`config.mk`:
```
export PLATFORM = sky130hd
export DESIGN_NAME = a2d_intf
export DESIGN_NICKNAME = d
export VERILOG_FILES = /design/src/rtl/a2d_pkg.sv /design/src/rtl/a2d_intf_spi_mstr16.sv /design/src/rtl/a2d_intf.sv
export SDC_FILE = /design/constraint.sdc
export NUM_CORES = 1
export LEC_CHECK = 0
export ABC_AREA = 1
export BUFFER_PORTS_ARGS = -buffer_cell sky130_fd_sc_hd__buf_2
export CAP_MARGIN = 30
export CORE_UTILIZATION = 45
export CTS_CLUSTER_DIAMETER = 30
export CTS_CLUSTER_SIZE = 10
export DETAILED_ROUTE_END_ITERATION = 10
export HOLD_SLACK_MARGIN = 0.03
export PLACE_DENSITY = 0.77
export SKIP_LAST_GASP = 1
export SYNTH_ARGS = -nofsm -noshare
export SYNTH_HDL_FRONTEND = slang
export SYNTH_SLANG_ARGS = --single-unit
```
`constraint.sdc`:
```
create_clock -name clk -period 5.1 [get_ports clk]
set_input_delay 0.51 -clock clk [delete_from_list [all_inputs] [get_ports clk]]
set_output_delay 0.51 -clock clk [all_outputs]
set_load 0.1 [all_outputs]
```
`src/rtl/a2d_pkg.sv`:
```
// Shared types and constants for the ADC128S interface.
// Channel map, SPI divider preset and state encodings.
package a2d_pkg;

    typedef enum logic [1:0] {
        IDLE,
        CMD,
        READ
    } a2d_state_t;

    typedef enum logic [1:0] {
        SPI_IDLE,
        SHIFT,
        BACK_PORCH
    } spi_state_t;

    localparam logic [2:0] CH_LFT  = 3'd0;
    localparam logic [2:0] CH_RGHT = 3'd4;
    localparam logic [2:0] CH_BATT = 3'd5;

    // Preset puts the first SCLK fall 9 clocks after the start edge.
    localparam logic [4:0] SCLK_INIT = 5'b10111;

    // Divider values that mark sample, shift and end-of-frame edges.
    localparam logic [4:0] DIV_SMPL = 5'b01111;
    localparam logic [4:0] DIV_SHFT = 5'b11111;
    localparam logic [4:0] DIV_END  = 5'b11110;

    localparam logic [3:0] LAST_SMPL = 4'd15;

    // Round-robin order of the three live channels.
    function automatic logic [2:0] next_ch(input logic [2:0] ch);
        logic [2:0] nc;
        unique case (ch)
            CH_LFT:  nc = CH_RGHT;
            CH_RGHT: nc = CH_BATT;
            default: nc = CH_LFT;
        endcase
        return nc;
    endfunction

    // Channel select sits in bits [13:11] of the control word.
    function automatic logic [15:0] cmd_word(input logic [2:0] ch);
        return {2'b00, ch, 11'h000};
    endfunction

endpackage

```
`src/rtl/a2d_intf_spi_mstr16.sv`:
```
// Generic 16-bit SPI master, mode 3, SCLK = clk/32.
// Samples MISO at SCLK rise, shifts at SCLK fall.
module spi_mstr16
    import a2d_pkg::*;
(
    input  logic        clk,
    input  logic        rst,
    input  logic        wrt,
    input  logic [15:0] cmd,
    input  logic        MISO,
    output logic        SS_n,
    output logic        SCLK,
    output logic        MOSI,
    output logic        done,
    output logic [15:0] rx
);

    spi_state_t  state;
    spi_state_t  state_nxt;
    logic [4:0]  sclk_div;
    logic [15:0] shft_reg;
    logic [3:0]  smpl_cnt;
    logic        miso_cap;
    logic        pending;
    logic        ss_q;
    logic        start;
    logic        finish;
    logic        smpl;
    logic        shft;

    // state register
    always_ff @(posedge clk or posedge rst) begin
        if (rst) state <= SPI_IDLE;
        else     state <= state_nxt;
    end

    // next state and per-edge strobes
    always_comb begin
        state_nxt = state;
        start     = 1'b0;
        finish    = 1'b0;
        smpl      = 1'b0;
        shft      = 1'b0;
        unique case (state)
            SPI_IDLE: begin
                if (wrt) begin
                    start     = 1'b1;
                    state_nxt = SHIFT;
                end
            end
            SHIFT: begin
                smpl = (sclk_div == DIV_SMPL);
                // No shift on the first fall: nothing sampled yet.
                shft = (sclk_div == DIV_SHFT) && pending;
                if (smpl && (smpl_cnt == LAST_SMPL))
                    state_nxt = BACK_PORCH;
            end
            BACK_PORCH: begin
                // End one edge early so SCLK never makes a 17th fall.
                if (sclk_div == DIV_END) begin
                    finish    = 1'b1;
                    shft      = 1'b1;
                    state_nxt = SPI_IDLE;
                end
            end
            default: state_nxt = SPI_IDLE;
        endcase
    end

    // SCLK divider: parked at the preset whenever no frame is running
    always_ff @(posedge clk or posedge rst) begin
        if (rst)
            sclk_div <= SCLK_INIT;
        else if (start || finish || (state == SPI_IDLE))
            sclk_div <= SCLK_INIT;
        else
            sclk_div <= sclk_div + 5'd1;
    end

    // MISO capture and sample bookkeeping
    always_ff @(posedge clk or posedge rst) begin
        if (rst) begin
            miso_cap <= 1'b0;
            pending  <= 1'b0;
            smpl_cnt <= '0;
        end else if (start) begin
            pending  <= 1'b0;
            smpl_cnt <= '0;
        end else if (smpl) begin
            miso_cap <= MISO;
            pending  <= 1'b1;
            smpl_cnt <= smpl_cnt + 4'd1;
        end else if (shft) begin
            pending  <= 1'b0;
        end
    end

    // shift register: loads the command, returns the received word
    always_ff @(posedge clk or posedge rst) begin
        if (rst)
            shft_reg <= '0;
        else if (start)
            shft_reg <= cmd;
        else if (shft)
            shft_reg <= {shft_reg[14:0], miso_cap};
    end

    // slave select and completion pulse
    always_ff @(posedge clk or posedge rst) begin
        if (rst) begin
            ss_q <= 1'b1;
            done <= 1'b0;
        end else begin
            done <= finish;
            if (start)       ss_q <= 1'b0;
            else if (finish) ss_q <= 1'b1;
        end
    end

    assign SS_n = ss_q;
    assign SCLK = sclk_div[4] | ss_q;
    assign MOSI = shft_reg[15];
    assign rx   = shft_reg;

endmodule

```
`src/rtl/a2d_intf.sv`:
```
// ADC128S front end: round-robins channels 0, 4, 5.
// Two SPI frames per conversion; result kept per channel.
module a2d_intf
    import a2d_pkg::*;
(
    input  logic        clk,
    input  logic        rst,
    input  logic        nxt,
    input  logic        MISO,
    output logic        SS_n,
    output logic        SCLK,
    output logic        MOSI,
    output logic [11:0] lft_ld,
    output logic [11:0] rght_ld,
    output logic [11:0] batt,
    output logic        cnv_cmplt,
    output logic        busy
);

    a2d_state_t  state;
    a2d_state_t  state_nxt;
    logic [2:0]  ch;
    logic        wrt;
    logic        latch;
    logic        done;
    logic [15:0] rx;
    logic        unused_hi;

    // Upper nibble of the read frame carries no data.
    assign unused_hi = ^rx[15:12];

    spi_mstr16 u_spi (
        .clk  (clk),
        .rst  (rst),
        .wrt  (wrt),
        .cmd  (cmd_word(ch)),
        .MISO (MISO),
        .SS_n (SS_n),
        .SCLK (SCLK),
        .MOSI (MOSI),
        .done (done),
        .rx   (rx)
    );

    // state register
    always_ff @(posedge clk or posedge rst) begin
        if (rst) state <= IDLE;
        else     state <= state_nxt;
    end

    // conversion sequencing: select frame, then read frame
    always_comb begin
        state_nxt = state;
        wrt       = 1'b0;
        latch     = 1'b0;
        unique case (state)
            IDLE: begin
                if (nxt) begin
                    wrt       = 1'b1;
                    state_nxt = CMD;
                end
            end
            CMD: begin
                if (done) begin
                    wrt       = 1'b1;
                    state_nxt = READ;
                end
            end
            READ: begin
                if (done) begin
                    latch     = 1'b1;
                    state_nxt = IDLE;
                end
            end
            default: state_nxt = IDLE;
        endcase
    end

    // status flags
    always_ff @(posedge clk or posedge rst) begin
        if (rst) begin
            busy      <= 1'b0;
            cnv_cmplt <= 1'b0;
        end else begin
            busy      <= (state_nxt != IDLE);
            cnv_cmplt <= latch;
        end
    end

    // result registers and channel pointer
    always_ff @(posedge clk or posedge rst) begin
        if (rst) begin
            ch      <= CH_LFT;
            lft_ld  <= '0;
            rght_ld <= '0;
            batt    <= '0;
        end else if (latch) begin
            ch <= next_ch(ch);
            unique case (ch)
                CH_LFT:  lft_ld  <= rx[11:0];
                CH_RGHT: rght_ld <= rx[11:0];
                default: batt    <= rx[11:0];
            endcase
        end
    end

endmodule

```
==> flow_summary.json, run 1 <==
{
  "status": "completed",
  "postCtsSetupRepairBufs": 0,
  "die_x_um": 85.3,
  "gp_congestion": 0.798,
  "final_nets": 388,
  "post-synth-top-count-cell": "nand2_1",
  "yosys_most_used_dff": "dfrtp_1",
  "worstReg2RegStart": "u_spi.sclk_div[0]$_DFF_PP1_",
  "grt-ovfl-total": 0,
  "p_leak_nw": 1.91,
  "synth.distinct_cells": 27,
  "rsz0062_at_grt": "false",
  "yosys.area.top_type": "dfrtp_1",
  "slew_violations": 0,
  "synth_common_cells": "109 x nand2_1, 68 x dfrtp_1, 29 x inv_1",
  "tightest_slew_ns": 0.889,
  "rr_endpoint": "u_spi.smpl_cnt[3]$_DFFE_PP0P_",
  "hold_start": "MISO",
  "synth_warnings": 0,
  "numPortBuffers": 44,
  "slew_headroom_pct": 40.7,
  "die-area_um2": 7270,
  "wirelength_mm": 5.53,
  "hold_buffers": 0,
  "ys_seq_elements": 73,
  "die_h_um": 85.3,
  "synth_top_area_share_pct": 54.5,
  "grt_pass1_vias": 2296,
  "pre_cts_ws_ns": 3.25,
  "syn2layout_area_growth_pct": 13.5,
  "cts_buffer_depth": 2,
  "finClkSkew_ns": 0.0107,
  "vias": 2276,
  "cp_max_fo": 4,
  "powerDensity_nw_per_um2": 329,
  "synth_edf_count": 0,
  "initial_core_util_pct": 47.8,
  "vias_per_cell": 4.97,
  "setup_total_negative_slack_ns": 0,
  "cp-end-kind": "output pin",
  "synth_nets": 342,
  "finalHoldViolCount": 0,
  "first_iter_violations": 85,
  "async_reset_ff_share_pct": 100,
  "dp_hpwl_mm": 3.83,
  "avgSynthCellArea_um2": 9.46,
  "layout_worst_path_cycle_share_pct": 38.1,
  "fin_crit_ns": 1.94,
  "insertion_delay_ns": 0.35,
  "cts_root_buffer": "clkbuf_8",
  "cts_buffers": 9,
  "drv_cap": 0,
  "first_pass_iters": 4,
  "cp.arrival_ns": 1.43,
  "fp.coreArea_um2": 6530,
  "fmax_mhz": 515,
  "num_rows": 29,
  "r2r_cells": 10,
  "peakVddDrop_mv": 0.222,
  "cts-htree-levels": 3,
  "wl_per_cell_um": 12.1,
  "grt_pass1_wl_mm": 9.99,
  "cts_tree": "yes",
  "synth_area_leaders": "dfrtp_1 55%, nand2_1 13%, dfstp_2 4.2%, o21ai_0 3.5%, inv_1 3.5%",
  "num_io_pins": 45,
  "post_cts_resized": 0,
  "globalRouteTotalUtil_pct": 17.5,
  "syn-cell-area_um2": 3120,
  "whs_endpoint": "u_spi.miso_cap$_DFFE_PP0P_",
  "syn_inst": 330,
  "required_ns": 4.59,
  "diodes": 0,
  "hold_depth": 3,
  "start_kind": "flop",
  "reg2reg_slack_ns": 3.24,
  "ys_seq_area_share_pct": 58.7,
  "drive_above_1_share_pct": 21.5,
  "setup_viol": 0,
  "path_clk_slew_ns": 0.07,
  "setup_ws_ns": 3.16,
  "grt_max_degree": 74,
  "critical_path_class": "reg -> out",
  "hold_class": "in -> reg",
  "antenna_found_initial": 0,
  "antenna_left": 0,
  "remaining_drc_errors": 0,
  "clkSinkCount": 73
}
area by class of cell:
type	instances	area, µm²
Clock buffer	9	124
Clock inverter	7	60.1
Fill cell	586	2990
Inverter	32	124
Multi-Input combinational cell	215	1080
Sequential cell	73	1830
Tap cell	77	96.3
Timing Repair Buffer	45	228
critical path, stage by stage (launching register included):
cell and delay [ns]:
dfstp_2 0.56, or2_2 0.11, buf_2 0.41
cell usage in the layout (no fill, tap or decap), types with 5 or more instances in the layout:
master,count
o21ai_1,6
o21ai_0,22
o21a_1,12
nand2_1,109
nand4_1,5
nand3_1,13
dfrtp_1,68
buf_2,44
clkbuf_8,9
nor2_1,20
dfstp_2,5
ha_1,8
inv_1,28
where the power goes:
part	internal (mW)	switching (mW)	total [mW]	leakage (nW)
sequential	0.601	0.0147	0.616	0.987
combinational	0.0394	0.0922	0.132	0.839
clock	0.185	0.235	0.419	0.0848
per-stage QoR:
| step | hold WS, ns | util, % | instances | total power, mW | area, µm² |
|---|---|---|---|---|---|
| after CTS | 0.383 | 54.2 | 458 | 1.18 | 3540 |
| final | 0.398 | 54.2 | 458 | 1.17 | 3540 |
| after global placement | 0.457 | 51.4 | 442 | 0.755 | 3360 |
| after global routing | 0.424 | 54.2 | 458 | 1.22 | 3540 |
| after detailed placement | 0.465 | 51.4 | 442 | 0.760 | 3360 |
| after floorplan | 0.433 | - | 330 | 0.732 | 3120 |
state kept, by name, summed over array words and instances, names as in the netlist, 4 cells and up:
signal and count:
u_spi.rx 16, batt 12, lft_ld 12, rght_ld 12, u_spi.sclk_div 5, u_spi.smpl_cnt 4
layer usage:
layer  vias to the layer above  GRT usage, %  share of wire, %  wire [µm]
li1                       1130             -                 -          -
met5                         -             0                 0          0
met4                         0          7.27               1.7         95
met3                        10          5.25               4.4        246
met2                        53          28.7                46       2560
met1                      1083          21.7                47       2630
how the worst max path moves through the flow:
stage,cells after the start,from,slack [ns],to
global route,10,u_spi.sclk_div[0]$_DFF_PP1_,3.10,u_spi.smpl_cnt[3]$_DFFE_PP0P_
CTS,2,u_spi.sclk_div[4]$_DFF_PP1_,3.14,SCLK
detailed placement,10,u_spi.sclk_div[0]$_DFF_PP1_,3.25,u_spi.smpl_cnt[3]$_DFFE_PP0P_
floorplan,1,rst,2.75,batt[0]$_DFFE_PP0P_
global placement,10,u_spi.sclk_div[0]$_DFF_PP1_,3.32,u_spi.smpl_cnt[3]$_DFFE_PP0P_
finish,2,u_spi.sclk_div[4]$_DFF_PP1_,3.16,SCLK
kinds of logic (layout without fill, tap and decap cells):
group           Yosys count  after routing  synth area share, %
compound gates           44             44                 8.02
xor+xnor                  3              3                0.842
fa+ha+maj                 8              8                 3.21
buf+inv                  42             93                 6.74
flops                    73             73                 58.7
simple gates            160            160                 22.5
(Power assumes the default switching activity.)
==> run 2, diff against run 1 <==
Settings changed: PLACE_DENSITY 0.77 to 0.8.
Clock period 5.1 ns to 1.6 ns, I/O delays scaled along.
==> run 2 against run 1 <==
The flow now finishes with violations (negative setup slack). Clock power rose to 3.5 times the previous value. Core utilization up 6.3 points. Via count up 6.3%. Sequential power rose to 3.2 times the previous value. Routed wire length up 16%. Sequential share of layout area down 5.4 points.
==> flow_summary.json, run 2 (synthesized netlist as in run 1, its figures left out) <==
{
  "status": "finished with violations",
  "violations": "negative setup slack",
  "tightest_slew_ns": 0.491,
  "first_pass_iters": 4,
  "drive_above_1_share_pct": 34.8,
  "setup_ws_ns": -0.0703,
  "grt-ovfl-total": 0,
  "fin_util_pct": 60.6,
  "fillCellCount": 526,
  "fin_area_um2": 3960,
  "rsz0062_at_grt": "true",
  "gp_congestion": 0.773,
  "p_total_mw": 4.07,
  "die_x_um": 85.3,
  "critical_path_class": "reg -> reg",
  "cts_tree": "yes",
  "fp.coreArea_um2": 6530,
  "cp_max_fo": 8,
  "cts_root_buffer": "clkbuf_8",
  "grt_pass1_vias": 2409,
  "slew_violations": 0,
  "layout_worst_path_cycle_share_pct": 104,
  "cts-htree-levels": 3,
  "wl_per_cell_um": 13.4,
  "num_rows": 29,
  "required_ns": 1.84,
  "antenna_found_initial": 0,
  "remaining_drc_errors": 0,
  "slew_headroom_pct": 67.5,
  "clkSinkCount": 73,
  "finClkSkew_ns": 0.00941,
  "diodes": 0,
  "hold_class": "in -> reg",
  "dp_hpwl_mm": 4.32,
  "path_clk_slew_ns": 0.08,
  "peakVddDrop_mv": 0.809,
  "cts_buffers": 9,
  "finalHoldViolCount": 0,
  "die_h_um": 85.3,
  "antenna_left": 0,
  "cts_buffer_depth": 2,
  "multi_input_area_um2": 1240,
  "numPortBuffers": 44,
  "powerDensity_nw_per_um2": 1030,
  "vias": 2419,
  "layout_commonest_cell": "nand2_1",
  "vias_per_cell": 5.02,
  "cp-end-kind": "flop",
  "place_area_um2": 3530,
  "grt_pass1_wl_mm": 11.0,
  "syn2layout_area_growth_pct": 26.7,
  "final_nets": 412,
  "die-area_um2": 7270,
  "globalRouteTotalUtil_pct": 19.3,
  "start_kind": "flop",
  "p_leak_nw": 2.04,
  "pre_cts_ws_ns": -0.0990,
  "layout_common_cells": "91 x nand2_1, 68 x dfrtp_1, 43 x buf_2",
  "cp.arrival_ns": 1.91,
  "first_iter_violations": 200,
  "num_io_pins": 45,
  "fmax_mhz": 599,
  "insertion_delay_ns": 0.35,
  "wirelength_mm": 6.44,
  "setup_viol": 18,
  "grt_max_degree": 46,
  "largest_reg_flops": 16,
  "initial_core_util_pct": 47.8,
  "regArea_um2": 1830,
  "drv_cap": 0,
  "fin_crit_ns": 1.67
}
-- run 2: cell count changes in the layout (fill, tap and decap cells not counted), sizes merged --
cell | previous run | this run
bufinv | 0 | 1
buf | 45 | 68
inv | 35 | 32
clkinv | 1 | 4
clkinvlp | 3 | 2
dlygate4sd3 | 0 | 1
-- run 2: report_power, final --
part	total, mW	switching (mW)	internal, mW
Clock	1.45	0.715	0.732
Combinational	0.657	0.421	0.236
Sequential	1.97	0.0515	1.92
-- run 2: final timing paths --
check                                              endpoint  cells past startpoint  slack [ns]                         from
worst min register to register   u_spi.miso_cap$_DFFE_PP0P_                      2        0.47   u_spi.miso_cap$_DFFE_PP0P_
min in group asynchronous                 ch[2]$_DFFE_PP0P_                      3        0.34                          rst
worst max-delay path                u_spi.rx[8]$_DFFE_PP0P_                     10       -0.07  u_spi.sclk_div[0]$_DFF_PP1_
max in group asynchronous       u_spi.sclk_div[4]$_DFF_PP1_                      4        0.69                          rst
worst min-delay path             u_spi.miso_cap$_DFFE_PP0P_                      3        0.08                         MISO
worst max register to register      u_spi.rx[8]$_DFFE_PP0P_                     10       -0.07  u_spi.sclk_div[0]$_DFF_PP1_
-- run 2: routing by layer --
layer,wire (µm),global-route usage (%)
met5,0,0
met4,125,8.03
met3,241,4.67
met2,3280,32.6
met1,2790,23.8
-- run 2: through the flow --
step | setup TNS [ns] | cells | hold WS [ns]
3_5_place_dp | -1.09 | 461 | 0.169
3_3_place_gp | -0.0257 | 461 | 0.163
4_1_cts | -1.22 | 481 | 0.0520
6_report | -0.790 | 482 | 0.0767
5_1_grt | -2.13 | 482 | 0.0812
2_1_floorplan | 0 | 330 | 0.305
-- run 2: repair_timing --
item	CTS	global route
hold endpoints to repair	14	0
gates resized for setup	20	33
setup endpoints to repair	22	30
buffers inserted	3	2
pin swaps	16	18
hold buffers	1	0
-- run 2: area by class of cell --
| type | count | area share, % |
|---|---|---|
| clock buffer | 9 | 3.13 |
| clock inverter | 7 | 1.96 |
| inverter | 32 | 3.35 |
| multi-input combinational | 215 | 31.4 |
| sequential | 73 | 46.3 |
| tap | 77 | 2.44 |
| timing repair buffer | 69 | 11.3 |
-- run 2: critical path, stage by stage, from the launching register on --
cell     delay [ns]
dfstp_2        0.57
ha_4           0.14
inv_2          0.04
nor2_4         0.14
ha_4           0.16
nand3_4        0.06
nand2_4        0.10
nand2_8        0.08
buf_6          0.15
nand2_2        0.06
nand2_1        0.05
